**src/rtl/nios_system_data_master.sv**
```systemverilog
// nios_system_data_master: Avalon-MM master driving the 8-bit bidirectional data PIO slave
//
// Turns byte send/receive commands into PIO register accesses:
//   addr 1 = direction register (FF = drive pins, 00 = sample pins), addr 0 = data register.
// After each direction write the master idles SETTLE_CYCLES cycles so the pins settle.
// Optional build macro DATA_MASTER_DIR_CACHE_EN: when defined, the direction write (and
// its settle time) is skipped if the cached direction already matches the command.
//
// Ports:
//   clk, reset_n          system clock, asynchronous active-low reset
//   cmd_valid/cmd_ready   command handshake; cmd_ready is high only in IDLE
//   cmd_write, cmd_byte   1 = send cmd_byte onto the pins, 0 = sample the pins
//   rsp_valid, rsp_byte   one-cycle pulse with the sampled byte; rsp_byte holds until the next read
//   busy                  high whenever a command is in progress
//   avm_*                 Avalon-MM master signals towards the PIO s1 slave
module nios_system_data_master #(
    parameter int SETTLE_CYCLES = 4,
    parameter int CNT_W         = 4
) (
    input  logic        clk,
    input  logic        reset_n,
    input  logic        cmd_valid,
    output logic        cmd_ready,
    input  logic        cmd_write,
    input  logic [7:0]  cmd_byte,
    output logic        rsp_valid,
    output logic [7:0]  rsp_byte,
    output logic        busy,
    output logic [1:0]  avm_address,
    output logic        avm_chipselect,
    output logic        avm_write_n,
    output logic [31:0] avm_writedata,
    input  logic [31:0] avm_readdata
);
    typedef enum logic [2:0] {IDLE, DIR_WR, SETTLE, DATA_WR, RD_ADDR, RD_CAP} state_t;

    localparam logic [CNT_W-1:0] SETTLE_LOAD = CNT_W'(SETTLE_CYCLES > 0 ? SETTLE_CYCLES - 1 : 0);

    state_t           state, state_nxt;
    logic             wr_q, wr_nxt;
    logic [7:0]       data_q, data_nxt, want_nxt, dir_cache;
    logic [CNT_W-1:0] cnt, cnt_nxt;
    logic             accept, need_dir;
    logic             cs_nxt, wn_nxt;
    logic [1:0]       addr_nxt;
    logic [31:0]      wd_nxt;

    assign accept = cmd_valid && cmd_ready;

`ifdef DATA_MASTER_DIR_CACHE_EN
    logic unused_bits;
    assign unused_bits = ^avm_readdata[31:8];
`else
    // dir_cache is still maintained so a later build can switch caching on, but it never steers here
    logic unused_bits;
    assign unused_bits = ^{avm_readdata[31:8], dir_cache};
`endif

    always_comb begin
        wr_nxt    = accept ? cmd_write : wr_q;
        data_nxt  = accept ? cmd_byte : data_q;
        want_nxt  = {8{wr_nxt}};
`ifdef DATA_MASTER_DIR_CACHE_EN
        need_dir  = want_nxt != dir_cache;
`else
        need_dir  = 1'b1;
`endif
        state_nxt = state;
        cnt_nxt   = cnt;
        case (state)
            IDLE:    if (accept) state_nxt = need_dir ? DIR_WR : (cmd_write ? DATA_WR : RD_ADDR);
            DIR_WR: begin
                state_nxt = SETTLE_CYCLES > 0 ? SETTLE : (wr_q ? DATA_WR : RD_ADDR);
                cnt_nxt   = SETTLE_LOAD;
            end
            SETTLE: begin
                state_nxt = cnt == '0 ? (wr_q ? DATA_WR : RD_ADDR) : SETTLE;
                cnt_nxt   = cnt - CNT_W'(1);
            end
            DATA_WR: state_nxt = IDLE;
            RD_ADDR: state_nxt = RD_CAP;
            RD_CAP:  state_nxt = IDLE;
            default: state_nxt = IDLE;
        endcase
        // bus outputs are registered images of the state being entered
        cs_nxt   = state_nxt inside {DIR_WR, DATA_WR, RD_ADDR};
        wn_nxt   = !(state_nxt inside {DIR_WR, DATA_WR});
        addr_nxt = state_nxt == DIR_WR ? 2'd1 : 2'd0;
        wd_nxt   = state_nxt == DIR_WR ? {24'b0, want_nxt} :
                   state_nxt == DATA_WR ? {24'b0, data_nxt} : 32'b0;
    end

    always_ff @(posedge clk or negedge reset_n) begin
        if (!reset_n) begin
            state          <= IDLE;
            cnt            <= '0;
            wr_q           <= 1'b0;
            data_q         <= 8'h00;
            dir_cache      <= 8'h00;
            cmd_ready      <= 1'b0;
            busy           <= 1'b0;
            rsp_valid      <= 1'b0;
            rsp_byte       <= 8'h00;
            avm_chipselect <= 1'b0;
            avm_write_n    <= 1'b1;
            avm_address    <= 2'd0;
            avm_writedata  <= 32'b0;
        end else begin
            state          <= state_nxt;
            cnt            <= cnt_nxt;
            wr_q           <= wr_nxt;
            data_q         <= data_nxt;
            if (state == DIR_WR) dir_cache <= {8{wr_q}};
            cmd_ready      <= state_nxt == IDLE;
            busy           <= state_nxt != IDLE;
            rsp_valid      <= state == RD_CAP;
            // readdata was registered by the slave at the RD_ADDR edge
            if (state == RD_CAP) rsp_byte <= avm_readdata[7:0];
            avm_chipselect <= cs_nxt;
            avm_write_n    <= wn_nxt;
            avm_address    <= addr_nxt;
            avm_writedata  <= wd_nxt;
        end
    end
endmodule

```
**config.mk**
```make
export PLATFORM = sky130hd
export DESIGN_NAME = nios_system_data_master
export DESIGN_NICKNAME = d
export VERILOG_FILES = /design/src/rtl/nios_system_data_master.sv
export SDC_FILE = /design/constraint.sdc
export NUM_CORES = 1
export LEC_CHECK = 0
export CAP_MARGIN = 10
export CORE_MARGIN = 2
export CORE_UTILIZATION = 30
export CTS_CLUSTER_SIZE = 25
export DETAILED_ROUTE_END_ITERATION = 7
export PLACE_DENSITY = 0.63
export SKIP_LAST_GASP = 1
export SYNTH_ARGS = -nofsm -noshare
export SYNTH_HDL_FRONTEND = slang
export SYNTH_SLANG_ARGS = --single-unit
```
**constraint.sdc**
```tcl
create_clock -name clk -period 3.6 [get_ports clk]
set_input_delay 0.36 -clock clk [delete_from_list [all_inputs] [get_ports clk]]
set_output_delay 0.36 -clock clk [all_outputs]
set_load 0.02 [all_outputs]
```
==> flow_metrics.env <==
export IMPL_layout_area_overhead_vs_synth_pct=26.0
export IMPL_syn_area_per_cell_um2=12.0
export IMPL_cp_start_kind="register"
export IMPL_clock_latency_ns=0.29
export IMPL_critPathMaxStageDelay_ns=0.59
export IMPL_setup_viol=0
export IMPL_seqCellArea_um2=952
export IMPL_track_usage=0.0952
export IMPL_post_dp_cell_area_um2=2170
export IMPL_first_pass_iters=4
export IMPL_drv_cap=0
export IMPL_antenna_cells=0
export IMPL_r2r_slack_ns=2.16
export IMPL_cp_num_buf_inv=1
export IMPL_fin_setup_tns_ns=0
export IMPL_cp_max_fo=1
export IMPL_critical_path_class="reg2out"
export IMPL_vias_per_cell=4.20
export IMPL_critPathRequiredTime_ns=3.24
export IMPL_post_cts_resized=0
export IMPL_layout_commonest_cell="clkdlybuf4s50_1"
export IMPL_fill_cells=568
export IMPL_period_share=0.488
export IMPL_syn_inst=149
export IMPL_synth_cell_types=36
export IMPL_worstPathCellList="clkdlybuf4s50_1"
export IMPL_rsz0062_at_grt="no"
export IMPL_drc=0
export IMPL_end_kind="output pin"
export IMPL_core_um2=5850
export IMPL_final_nets=237
export IMPL_clockRootBuffer="clkbuf_8"
export IMPL_ant_nets=0
export IMPL_grt_pass1_wl_um=4770
export IMPL_io_buffers=41
export IMPL_layout_drive_gt1_share=0.140
export IMPL_die_h_um=81.3
export IMPL_cts_made_buffers=5
export IMPL_yosys_top_cells_area="dfrtp_1 (52%), buf_4 (10%), mux2_4 (6.7%)"
export IMPL_clkSinkCount=38
export IMPL_max_slew_margin=0.446
export IMPL_ys_ff_latch=38
export IMPL_ios=91
export IMPL_route_detailed_wl_per_inst_um=11.3
export IMPL_antenna_found_initial=0
export IMPL_fin_ws_ns=1.84
export IMPL_clkSlewWorstSetupHoldPaths_ns=0.07
export IMPL_clock_skew_ns=0.00523
export IMPL_cts_tree="built"
export IMPL_synth_top_area_frac=0.516
export IMPL_post_cts_buffers=0
export IMPL_yosys_area_top_type="dfrtp_1"
export IMPL_die_area_um2=6620
export IMPL_die_w_um=81.3
export IMPL_grt_max_degree=39
export IMPL_ys_warn_count=0
export IMPL_arrival_ns=1.40
export IMPL_irDropWorstVdd_mv=0.337
export IMPL_postCtsHoldBufs=0
export IMPL_tightestPinTransition_ns=0.831
export IMPL_drtIter0Drc=67
export IMPL_mostFrequentLayoutCells="clkdlybuf4s50_1 (40), dfrtp_1 (37), conb_1 (25)"
export IMPL_netlist_area_um2=1790
export IMPL_hold_viol_final=0
export IMPL_start_util=0.307
export IMPL_ctsHtreeMaxLevel=2
export IMPL_rows=28
export IMPL_post_place_ws_ns=2.00
export IMPL_worst_hold_path_type="in2async"
export IMPL_grt_pass1_vias=1044
export IMPL_vias=1126
export IMPL_finalWirelength_um=3040
export IMPL_multi_input_area_um2=666
export IMPL_status="completed"
export IMPL_fin_crit_ns=1.76
export IMPL_drv_slew=0
export IMPL_p_per_area_nw_per_um2=774
export IMPL_gp_congestion=0.746
export IMPL_grt_remaining_overflow=0
export IMPL_final_area_um2=2260
export IMPL_fmax_mhz=570
export IMPL_hpwlAfterDp_um=2110
export IMPL_ys_seq_area_frac=0.531
export IMPL_leakagePower_uw=0.00110
export IMPL_cpMaxStageDelayCell="clkdlybuf4s50_1"
export IMPL_path_delay_family="buffers and inverters"
export IMPL_cts_max_path_buffers=2
cells in the mapped netlist:
cell / count
nor2_1: 2
buf_2: 3
nor3_1: 3
o21bai_1: 1
o31ai_1: 1
buf_6: 1
and2_1: 1
and4bb_1: 1
nor4b_2: 1
nor4b_1: 1
o21ai_0: 1
o22a_1: 2
mux2i_1: 8
o21ai_1: 11
nand3_2: 1
and2b_4: 2
a221oi_2: 1
a21oi_1: 8
conb_1: 1
inv_2: 1
dfstp_2: 1
buf_4: 25
ha_1: 1
nor2b_1: 1
o21a_1: 3
nand2_2: 1
and3b_1: 1
dfrtp_1: 37
nor2_4: 1
mux2_4: 8
nand2b_1: 1
nand2_4: 1
a22oi_1: 2
mux2_1: 1
nand3_4: 1
inv_1: 13
per-layer routing:
layer	global-route usage	wire length [µm]	vias up
met5	0	0	-
li1	-	-	538
met4	0.0610	36	0
met1	0.110	1310	531
met3	0.0222	291	4
met2	0.157	1400	53
logic make-up (layout without fill, tap and decap cells):
family | count (synthesis) | count (layout) | synth area share
and+or+nand+nor | 19 | 19 | 0.0907
AOI/OAI and AO/OA | 30 | 30 | 0.103
other | 1 | 25 | 0.00209
buffers and inverters | 43 | 63 | 0.149
adders and majority gates | 1 | 1 | 0.00697
DFF | 38 | 38 | 0.531
muxes | 17 | 17 | 0.118
where the power goes:
part / leakage (µW) / internal, µW / total (µW) / switching (µW)
Combinational: 0.000577 / 371 / 720 / 349
Clock: 0.0000482 / 154 / 297 / 142
Sequential: 0.000470 / 600 / 733 / 133
flip-flops by register name (all words and copies together), names as in the netlist:
name and cells:
busy 1, avm_writedata 8, state 3, rsp_byte 8, avm_write_n 1, avm_address 1
data_q 8, cnt 4, avm_chipselect 1, cmd_ready 1, rsp_valid 1, wr_q 1
metrics by stage:
| stage | utilization | std cells | hold slack [ns] | total power, µW |
|---|---|---|---|---|
| after global routing | 0.386 | 268 | 0.246 | 1870 |
| after global placement | 0.371 | 260 | 0.465 | 1450 |
| after detailed placement | 0.371 | 260 | 0.473 | 1470 |
| final | 0.386 | 268 | 0.173 | 1750 |
| after CTS | 0.386 | 268 | 0.189 | 1780 |
| after floorplan | - | 173 | 0.0644 | 1220 |
path summary, 6_finish.rpt:
path                             start          endpoint  depth (start not counted)
min in group clk             data_q[2]         data_q[2]                          2
min reg2reg                  data_q[2]         data_q[2]                          2
max in group asynchronous      reset_n  avm_writedata[2]                          1
min                            reset_n       rsp_byte[6]                          1
max                        avm_write_n       avm_write_n                          1
max reg2reg                   state[0]       rsp_byte[6]                          2
area by class of cell:
| cell class | count | share of cell area |
|---|---|---|
| clock buffer | 7 | 0.0382 |
| tap | 75 | 0.0415 |
| inverter | 14 | 0.0232 |
| multi-input combinational | 92 | 0.294 |
| clock inverter | 1 | 0.00221 |
| timing repair buffer | 41 | 0.179 |
| sequential | 38 | 0.421 |
No activity file was read; power rests on OpenSTA's default activity.
